[src/rtl/led_show_pkg.sv]
// Shared types and helpers for the LED light-show sequencer.
// Optional build macro: LED_SHOW_PINGPONG_EN (see led_show_seq.sv).
package led_show_pkg;

  localparam int MAX_ZONES = 16;

  typedef enum logic [1:0] {
    IDLE = 2'd0,
    RUN  = 2'd1,
    DONE = 2'd2
  } state_e;

  typedef enum logic [1:0] {
    CENTRE_FILL = 2'd0,
    SWEEP       = 2'd1,
    EDGE_RUN    = 2'd2
  } mode_e;

  // Number of frames in one pass of the given pattern for an n-LED strip.
  function automatic int frame_len(mode_e m, int n);
    return (m == CENTRE_FILL) ? (n / 2 + 1) : n;
  endfunction

  // Expands the per-zone enables into the enable for LED bit i.
  function automatic logic zone_mask_bit(logic [MAX_ZONES-1:0] en, int i,
                                         int n_leds, int n_zones);
    int zone_size;
    zone_size = n_leds / n_zones;
    return en[i / zone_size];
  endfunction

endpackage

[src/rtl/led_show_seq_if.sv]
// Control/status bundle between the show controller and the sequencer.
interface led_show_seq_if #(
  parameter int N_LEDS   = 10,
  parameter int N_ZONES  = 2,
  parameter int REPEAT_W = 4
);
  localparam int FW = $clog2(N_LEDS);

  logic                tick;
  logic                start;
  logic                stop;
  logic [1:0]          mode;
  logic [REPEAT_W-1:0] repeats;
  logic [N_ZONES-1:0]  zone_en;
  logic [N_LEDS-1:0]   led_out;
  logic [FW-1:0]       frame_idx;
  logic [REPEAT_W-1:0] reps_left;
  logic                busy;
  logic                done;

  modport master (
    output tick, start, stop, mode, repeats, zone_en,
    input  led_out, frame_idx, reps_left, busy, done
  );

  modport slave (
    input  tick, start, stop, mode, repeats, zone_en,
    output led_out, frame_idx, reps_left, busy, done
  );
endinterface

[src/rtl/led_show_rom.sv]
// Combinational frame lookup: (mode, frame) -> LED pattern.
module led_show_rom
  import led_show_pkg::*;
#(
  parameter int N_LEDS = 10
) (
  input  mode_e                       mode,
  input  logic [$clog2(N_LEDS)-1:0]   frame,
  output logic [N_LEDS-1:0]           pattern
);
  localparam int H = N_LEDS / 2;

  int f_int;

  // Build each bit from the pattern's closed-form rule for this frame.
  always_comb begin
    pattern = '0;
    f_int   = int'(frame);
    for (int i = 0; i < N_LEDS; i++) begin
      case (mode)
        CENTRE_FILL: pattern[i] = (i >= H - f_int) && (i <= H + f_int - 1);
        SWEEP:       pattern[i] = (i == f_int);
        EDGE_RUN:    pattern[i] = (i == 0) || (i == N_LEDS - 1) || (i == f_int);
        default:     pattern[i] = 1'b0;
      endcase
    end
  end
endmodule

[src/rtl/led_show_seq.sv]
// LED light-show sequencer: plays procedural patterns per tick, with
// programmable pass count and zone gating.
// Define LED_SHOW_PINGPONG_EN to play every even-numbered pass in reverse.
module led_show_seq
  import led_show_pkg::*;
#(
  parameter int N_LEDS   = 10,
  parameter int N_ZONES  = 2,
  parameter int REPEAT_W = 4
) (
  input  logic           clk,
  input  logic           resetBtn,
  led_show_seq_if.slave  bus
);
  localparam int FW = $clog2(N_LEDS);

  state_e              state_q, state_d;
  mode_e               mode_q, mode_d;
  logic [N_LEDS-1:0]   pattern_q, pattern_d;
  logic [FW-1:0]       frame_idx_q, frame_idx_d;
  logic [REPEAT_W-1:0] reps_left_q, reps_left_d;
  logic                rev_q, rev_d;
  logic                done_q, done_d;

  logic [N_LEDS-1:0]   rom_pattern;
  logic [N_LEDS-1:0]   zone_mask;
  logic [FW-1:0]       last_idx;
  logic                pass_end;
  logic                next_rev;

  led_show_rom #(.N_LEDS(N_LEDS)) u_rom (
    .mode    (mode_q),
    .frame   (frame_idx_q),
    .pattern (rom_pattern)
  );

  assign last_idx = FW'(frame_len(mode_q, N_LEDS) - 1);

  // Register all sequencer state; reset clears the show immediately.
  always_ff @(posedge clk or negedge resetBtn) begin
    if (!resetBtn) begin
      state_q     <= IDLE;
      mode_q      <= CENTRE_FILL;
      pattern_q   <= '0;
      frame_idx_q <= '0;
      reps_left_q <= '0;
      rev_q       <= 1'b0;
      done_q      <= 1'b0;
    end else begin
      state_q     <= state_d;
      mode_q      <= mode_d;
      pattern_q   <= pattern_d;
      frame_idx_q <= frame_idx_d;
      reps_left_q <= reps_left_d;
      rev_q       <= rev_d;
      done_q      <= done_d;
    end
  end

  // Next-state logic: start/stop handling, frame stepping and pass accounting.
  always_comb begin
    state_d     = state_q;
    mode_d      = mode_q;
    pattern_d   = pattern_q;
    frame_idx_d = frame_idx_q;
    reps_left_d = reps_left_q;
    rev_d       = rev_q;
    done_d      = 1'b0;
    pass_end    = 1'b0;
    next_rev    = 1'b0;

    case (state_q)
      IDLE: begin
        pattern_d = '0;
        if (bus.start && !bus.stop) begin
          state_d     = RUN;
          mode_d      = (bus.mode == 2'd3) ? CENTRE_FILL : mode_e'(bus.mode);
          reps_left_d = bus.repeats;
          frame_idx_d = '0;
          rev_d       = 1'b0;
        end
      end

      RUN: begin
        if (bus.stop) begin
          state_d     = IDLE;
          pattern_d   = '0;
          frame_idx_d = '0;
          reps_left_d = '0;
          rev_d       = 1'b0;
        end else if (bus.tick) begin
          pattern_d = rom_pattern;
          if (rev_q) begin
            if (frame_idx_q == '0) pass_end = 1'b1;
            else frame_idx_d = frame_idx_q - 1'b1;
          end else begin
            if (frame_idx_q == last_idx) pass_end = 1'b1;
            else frame_idx_d = frame_idx_q + 1'b1;
          end
          if (pass_end) begin
`ifdef LED_SHOW_PINGPONG_EN
            next_rev = ~rev_q;
`else
            next_rev = 1'b0;
`endif
            rev_d       = next_rev;
            frame_idx_d = next_rev ? last_idx : '0;
            if (reps_left_q != '0) begin
              reps_left_d = reps_left_q - 1'b1;
              if (reps_left_q == REPEAT_W'(1)) state_d = DONE;
            end
          end
        end
      end

      DONE: begin
        pattern_d = '0;
        done_d    = 1'b1;
        state_d   = IDLE;
      end

      default: state_d = IDLE;
    endcase
  end

  // Zone gating is combinational so switch changes show up immediately.
  always_comb begin
    zone_mask = '0;
    for (int i = 0; i < N_LEDS; i++) begin
      zone_mask[i] = zone_mask_bit(MAX_ZONES'(bus.zone_en), i, N_LEDS, N_ZONES);
    end
  end

  assign bus.led_out   = pattern_q & zone_mask;
  assign bus.frame_idx = frame_idx_q;
  assign bus.reps_left = reps_left_q;
  assign bus.busy      = (state_q == RUN);
  assign bus.done      = done_q;
endmodule
[src/flat_wrapper.sv]
// flat-port wrapper written by rule: the top's interface ports become plain ports
module led_show_seq_flat import led_show_pkg::*;
#(
  parameter int N_LEDS   = 10,
  parameter int N_ZONES  = 2,
  parameter int REPEAT_W = 4
)
  (clk, resetBtn, bus_tick, bus_start, bus_stop, bus_mode, bus_repeats, bus_zone_en, bus_led_out, bus_frame_idx, bus_reps_left, bus_busy, bus_done);
  led_show_seq_if #(.N_LEDS(N_LEDS), .N_ZONES(N_ZONES), .REPEAT_W(REPEAT_W)) bus_i ();
  input  logic clk;
  input  logic resetBtn;
  input wire logic [$bits(bus_i.tick)-1:0] bus_tick;
  input wire logic [$bits(bus_i.start)-1:0] bus_start;
  input wire logic [$bits(bus_i.stop)-1:0] bus_stop;
  input wire logic [$bits(bus_i.mode)-1:0] bus_mode;
  input wire logic [$bits(bus_i.repeats)-1:0] bus_repeats;
  input wire logic [$bits(bus_i.zone_en)-1:0] bus_zone_en;
  output wire logic [$bits(bus_i.led_out)-1:0] bus_led_out;
  output wire logic [$bits(bus_i.frame_idx)-1:0] bus_frame_idx;
  output wire logic [$bits(bus_i.reps_left)-1:0] bus_reps_left;
  output wire logic [$bits(bus_i.busy)-1:0] bus_busy;
  output wire logic [$bits(bus_i.done)-1:0] bus_done;
  assign bus_i.tick = bus_tick;
  assign bus_i.start = bus_start;
  assign bus_i.stop = bus_stop;
  assign bus_i.mode = bus_mode;
  assign bus_i.repeats = bus_repeats;
  assign bus_i.zone_en = bus_zone_en;
  assign bus_led_out = bus_i.led_out;
  assign bus_frame_idx = bus_i.frame_idx;
  assign bus_reps_left = bus_i.reps_left;
  assign bus_busy = bus_i.busy;
  assign bus_done = bus_i.done;
  led_show_seq #(.N_LEDS(N_LEDS), .N_ZONES(N_ZONES), .REPEAT_W(REPEAT_W)) u_core (.clk(clk), .resetBtn(resetBtn), .bus(bus_i));
endmodule
[config.mk]
export PLATFORM = sky130hd
export DESIGN_NAME = led_show_seq_flat
export DESIGN_NICKNAME = d
export VERILOG_FILES = /design/src/rtl/led_show_pkg.sv /design/src/rtl/led_show_seq_if.sv /design/src/rtl/led_show_rom.sv /design/src/rtl/led_show_seq.sv /design/src/flat_wrapper.sv
export SDC_FILE = /design/constraint.sdc
export NUM_CORES = 1
export LEC_CHECK = 0
export CAP_MARGIN = 15
export CORE_UTILIZATION = 47
export DETAILED_ROUTE_END_ITERATION = 10
export PLACE_DENSITY = 0.72
export SLEW_MARGIN = 10
export SYNTH_ARGS = -nofsm -noshare
export SYNTH_HDL_FRONTEND = slang
export SYNTH_SLANG_ARGS = --single-unit
[constraint.sdc]
create_clock -name clk -period 1.8 [get_ports clk]
set_input_delay 0.54 -clock clk [delete_from_list [all_inputs] [get_ports clk]]
set_output_delay 0.54 -clock clk [all_outputs]
set_load 0.005 [all_outputs]
# --- Word-level counts from Yosys, hierarchy flattened ---
# Index checks and enable logic that the tools add are counted.
totals:
  register_bits: 24
  latch_bits: 0
  mem_bits_rw: 0
  romBits: 0
  input_bits: 13
  n_memories: 0
classes:
  add_sub_neg: 7
  multipliers: 0
  div_mod_pow: 0
  order_cmp: 20
  eq_ne: 23
  shifts: 0
  n_mux: 48
  bitwise: 1
  reduce_logical: 27
op_table:
  columns: ["cell", "count"]
  rows:
  - ["4-bit 2-to-1 mux", 13]
  - ["4-bit equality test (first input constant)", 6]
  - ["4-bit by 6-bit <= comparator with 1-bit output (first input constant)", 4]
  - ["4-bit by 5-bit >= comparator with 1-bit output (first input constant)", 4]
  - ["10-bit 2-to-1 mux", 2]
  - ["10-bit one-hot mux with 2 select lines", 1]
  - ["1-bit one-hot mux with 2 select lines", 9]
  - ["4-bit one-hot mux with 2 select lines", 2]
  - ["5-bit AND reduction", 3]
  - ["2-bit 2-to-1 mux", 7]
  - ["3-bit by 6-bit <= comparator with 1-bit output (first input constant)", 2]
  - ["5-bit by 6-bit <= comparator with 1-bit output (first input constant)", 2]
  - ["1-bit logical AND", 11]
  - ["1-bit 2-to-1 mux", 11]
  - ["10-bit AND", 1]
  - ["3-bit by 5-bit >= comparator with 1-bit output (first input constant)", 2]
  - ["5-bit >= comparator (first input constant)", 2]
  - ["3-bit by 2-bit inequality test with 1-bit output (second input constant)", 3]
  - ["3-bit by 4-bit equality test with 1-bit output (first input constant)", 2]
  - ["4-bit logical NOT", 2]
  - ["4-bit by 1-bit subtractor with 4-bit output (second input constant)", 2]
  - ["2-bit equality test (second input constant)", 3]
  - ["1-bit by 6-bit <= comparator with 1-bit output (first input constant)", 1]
  - ["2-bit by 6-bit <= comparator with 1-bit output (first input constant)", 1]
  - ["24 further kinds", 30]

# --- Depth between registers and ports, before layout ---
logic_depth:
  ltp_word: 13
  depth_mapped: 8

# --- Modules after synthesis ---
# A second synthesis with hierarchy kept.
hier_totals:
  cells_unflattened: 237
  area_unflattened_um2: 2021.9
by_module_without_submodules:
  columns: ["mod", "n_inst", "cells_each", "area_per_inst_um2", "seq_area_each_um2"]
  rows:
  - ["led_show_seq", 1, 119, 1206.2, 575.6]
  - ["led_show_rom", 1, 118, 815.8, 0.0]

# --- Worst setup path before layout ---
# Ideal clock, no wire load.
synth_timing:
  path_kind: "flip-flop to flip-flop"
  start: "register u_core.frame_idx_q[2], in the netlist u_core.bus.frame_idx[2]"
  end: "register u_core.pattern_q[7]"
  arrival_time_ns: 1.853
  t_required_ns: 1.724
  setup_slack_ns: -0.129
  path_stages_with_launch: 9
  cell_sequence: "dfrtp_1 -> inv_1 -> ha_1 -> buf_2 -> or2_2 -> clkbuf_1 -> a21oi_2 -> a21boi_1 -> o21ai_1"
synth_via:
  elab_chain_cells: 8
  elab_cells_between_ends: 11
  classes_between: "add/sub (3); order compare (2); eq/ne (1); mux (4); reduce/logical (1)"
synth_lines:
  columns: ["element", "line", "text"]
  rows:
  - ["start: declaration", "led_show_seq.sv:20", "logic [FW-1:0] frame_idx_q, frame_idx_d;"]
  - ["start signal: assignment", "led_show_seq.sv:53", "frame_idx_q <= frame_idx_d;"]
  - ["3-bit by 4-bit adder with 5-bit output", "led_show_rom.sv:21", "CENTRE_FILL: pattern[i] = (i >= H - f_int) && (i <= H + f_int - 1);"]
  - ["5-bit by 1-bit subtractor with 6-bit output", "led_show_rom.sv:21", null]
  - ["4-bit by 6-bit <= comparator with 1-bit output", "led_show_rom.sv:21", null]
  - ["1-bit logical AND", "led_show_rom.sv:21", null]
  - ["1-bit one-hot mux with 2 select lines *", "led_show_rom.sv:20", "case (mode)"]
  - ["10-bit 2-to-1 mux *", "led_show_seq.sv:91", "end else if (bus.tick) begin"]
  - ["10-bit 2-to-1 mux *", "led_show_seq.sv:85", "if (bus.stop) begin"]
  - ["10-bit one-hot mux with 2 select lines *", "led_show_seq.sv:72", "case (state_q)"]
  - ["end signal: assignment", "led_show_seq.sv:52", "pattern_q <= pattern_d;"]
  - ["end: declaration", "led_show_seq.sv:19", "logic [N_LEDS-1:0] pattern_q, pattern_d;"]
# Every way passes the cells marked *; elsewhere a longest branch is shown, timed or not. The select of a mux whose other input is x is not followed.
# A chain may end at the register's enable or synchronous reset.

# --- Final worst setup path ---
layout_timing:
  start: "register u_core.reps_left_q[3], in the netlist u_core.bus.reps_left[3]"
  end: "output port bus_reps_left[3]"
layout_lines:
  columns: ["element", "line", "text"]
  rows:
  - ["start: declaration", "led_show_seq.sv:21", "logic [REPEAT_W-1:0] reps_left_q, reps_left_d;"]
  - ["start signal: assignment", "led_show_seq.sv:54", "reps_left_q <= reps_left_d;"]
  - ["end: declaration", "flat_wrapper.sv:20", "output wire logic [$bits(bus_i.reps_left)-1:0] bus_reps_left;"]
# No word-level cell between the ends.

==> results.json <==
{
  "status": "complete, but fails checks",
  "violations": "setup timing",
  "diodes": 0,
  "fin_crit_sh": 1.007,
  "cp.required_ns": 1.26,
  "synth_area_sq_mm": 0.001782,
  "p_int_mw": 1.115,
  "syn_avg_cell_area_sq_um": 8.566,
  "synth_nets": 239,
  "cts_buffers": 3,
  "die_h_um": 63.57,
  "crit_start": "u_core.bus.reps_left[3]$_DFFE_PN0P_",
  "yosysSeqAreaShare": 0.3230,
  "dr.pass1.iters": 4,
  "fin_skew_ns": 0.001482,
  "io_buffers": 32,
  "die_x_um": 63.57,
  "use_met2": 0.4242,
  "slowest_stage": "clkdlybuf4s50_1",
  "ir_drop_mv": 0.5001,
  "utilization": 0.7051,
  "io_pins": 33,
  "grt_pass1_wl_um": 7983,
  "drive_gt1_frac": 0.2582,
  "mostFrequentLayoutCells": "buf_4 (36), dfrtp_1 (19), nand2_1 (18)",
  "p_sw_uw": 605.9,
  "pwr-share-clk": 0.193,
  "wl_per_cell_um": 14.33,
  "num_rows": 22,
  "critPathKind": "flop to output port",
  "met1_usage": 0.3296,
  "ant_nets": 0,
  "hold_viol": 0,
  "netSwitchingFraction": 0.3521,
  "grt_antenna_before_repair": 0,
  "globalplace.congestion": 0.8957,
  "worstPathCellList": "clkdlybuf4s50_1",
  "ys_types": 49,
  "num_vias": 1778,
  "r2r_cells": 7,
  "drt_iter0_markers": 87,
  "sequentialPowerShare": 0.373,
  "leakagePower_nw": 1.264,
  "vias_per_cell": 5.505,
  "synth_ff_type": "dfrtp_1",
  "routed_wl_um": 4627,
  "r2r_slack_ns": 0.06,
  "clockBufferDepth": 2,
  "r2r-start": "u_core.mode_q[1]$_DFFE_PN0P_",
  "mostFrequentLayoutCell": "buf_4",
  "slew_violations": 0,
  "worst_ep_arrival_time_ns": 1.27,
  "core-area_sq_mm": 0.003661,
  "post-dp-hpwl_um": 3485,
  "worst_slack_ns": -0.01329,
  "grt-busiest-layer": "met2",
  "power_density_mw_per_mm2": 666.6,
  "fin_crit_ns": 1.813,
  "clk_pin_slew_ns": 0.08,
  "cp_num_buf_inv": 1,
  "nets": 307,
  "grt_pass1_vias": 1723,
  "area_growth_pct": 44.87,
  "synth-seq-cells": 23,
  "cts.root.buffer_cell": "clkbuf_8",
  "final_area_sq_mm": 0.002581,
  "async_flop_share": 1.000,
  "gr-usage-met3": 0.01812,
  "setup_viol": 1,
  "drc": 0,
  "synth_edf_count": 0,
  "grt_overflow": 0,
  "cts.sinks": 23,
  "max_slew_margin": 0.7441,
  "critPathCapture": "bus_reps_left[3]",
  "cts_tree": "done",
  "slowest_delay_ns": 0.54,
  "die-area_sq_mm": 0.004041,
  "drv_cap": 0,
  "finalPower_mw": 1.721,
  "rsz0062_at_grt": "true",
  "hp-class": "flop to flop",
  "netlist_instances": 208,
  "combPwrFrac": 0.434,
  "fmax_ghz": 0.5515,
  "htree_levels": 1,
  "start_util": 0.4867,
  "cp-start-kind": "flop",
  "cp_max_fo": 5,
  "grt_max_degree": 24,
  "worst_slew_pin_slew_ns": 0.3824,
  "cp-end-kind": "output port",
  "r2r_end": "u_core.bus.reps_left[0]$_DFFE_PN0P_",
  "crit_cells": 1,
  "place_area_sq_mm": 0.002384,
  "yosysWarnings": 0,
  "crit_family": "buffers and inverters",
  "track_usage": 0.2499,
  "clk_latency_ns": 0.27
}
[repair_timing]
item                       4_1_cts  5_1_grt
resized for setup               23       26
setup buffers                    3        4
setup endpoints to repair       19       20
hold buffers                     0        0
pin swaps                        1        5
[worst min-delay path by stage]
stage,from,endpoint,slack (ns),cells past startpoint
after detailed placement,u_core.pattern_q[8]$_DFFE_PN0P_,u_core.pattern_q[8]$_DFFE_PN0P_,0.48,2
final,u_core.pattern_q[9]$_DFFE_PN0P_,u_core.pattern_q[9]$_DFFE_PN0P_,0.50,1
after global routing,u_core.pattern_q[9]$_DFFE_PN0P_,u_core.pattern_q[9]$_DFFE_PN0P_,0.54,1
after CTS,u_core.pattern_q[8]$_DFFE_PN0P_,u_core.pattern_q[8]$_DFFE_PN0P_,0.50,2
after global placement,u_core.pattern_q[8]$_DFFE_PN0P_,u_core.pattern_q[8]$_DFFE_PN0P_,0.46,2
after floorplan,resetBtn,u_core.bus.done$_DFF_PN0_,0.24,0
[registers in the layout (all words and copies together), names as in the netlist]
signal and count:
u_core.pattern_q 10, u_core.bus.frame_idx 4, u_core.bus.reps_left 4, u_core.mode_q 2
u_core.state_q 2, u_core.bus.done 1
[cells in the mapped netlist (3+ instances only)]
| master | number | share of area |
|---|---|---|
| nand3b_1 | 3 | 0.013 |
| a31oi_1 | 5 | 0.018 |
| inv_1 | 12 | 0.025 |
| and3_1 | 4 | 0.014 |
| o211ai_1 | 6 | 0.025 |
| and2_1 | 10 | 0.035 |
| o21ai_0 | 19 | 0.053 |
| dfrtp_1 | 23 | 0.32 |
| ha_1 | 18 | 0.13 |
| a21o_1 | 4 | 0.017 |
| nor2_1 | 6 | 0.013 |
| clkbuf_1 | 4 | 0.0084 |
| nand2b_1 | 4 | 0.014 |
| a21oi_1 | 12 | 0.034 |
| nand2_1 | 18 | 0.038 |
| nor2b_1 | 5 | 0.018 |
| o21ai_1 | 4 | 0.011 |
| nand3_1 | 10 | 0.028 |
[cell type report]
| type | instances | area [sq um] |
|---|---|---|
| Multi-Input combinational cell | 165 | 1207 |
| Fill cell | 312 | 1080 |
| Timing Repair Buffer | 71 | 640.6 |
| Sequential cell | 23 | 580.6 |
| Tap cell | 48 | 60.06 |
| Inverter | 12 | 47.55 |
| Clock buffer | 4 | 45.04 |
[routing by layer]
layer,vias to the layer above,wire length [um],share of wire
met5,-,0,0
met4,0,53,0.011
met3,7,164,0.035
met2,50,2262,0.49
met1,835,2146,0.46
li1,886,-,-
[power by group through the flow]
stage	clock (mW)	combinational, mW	sequential, mW
5_1_grt	0.366	0.836	0.650
3_5_place_dp	0	0.684	0.645
6_report	0.331	0.747	0.642
4_1_cts	0.340	0.695	0.633
2_1_floorplan	0	0.354	0.647
3_3_place_gp	0	0.668	0.644
[metrics by stage]
stage | hold WS [ns] | TNS, ns | instances | setup WS [ns]
finish | 0.5013 | -0.01329 | 323 | -0.01329
global placement | 0.4617 | -8.856 | 312 | -0.4514
detailed placement | 0.4819 | -8.838 | 312 | -0.4813
floorplan | 0.2444 | 0 | 208 | 0.005972
global route | 0.5374 | -0.08610 | 323 | -0.04375
CTS | 0.5019 | 0 | 319 | 0.001833
[logic make-up (layout without fill, tap and decap cells)]
logic type      count (synthesis)  count (layout)  synth area share
compound gates                 70              70            0.2507
xor+xnor                        1               1          0.004917
fa+ha+maj                      18              18            0.1264
buf+inv                        20              87           0.04494
flops                          23              23            0.3230
mux                             2               2           0.01124
simple gates                   74              74            0.2388
No activity file was read; power rests on OpenSTA's default activity.
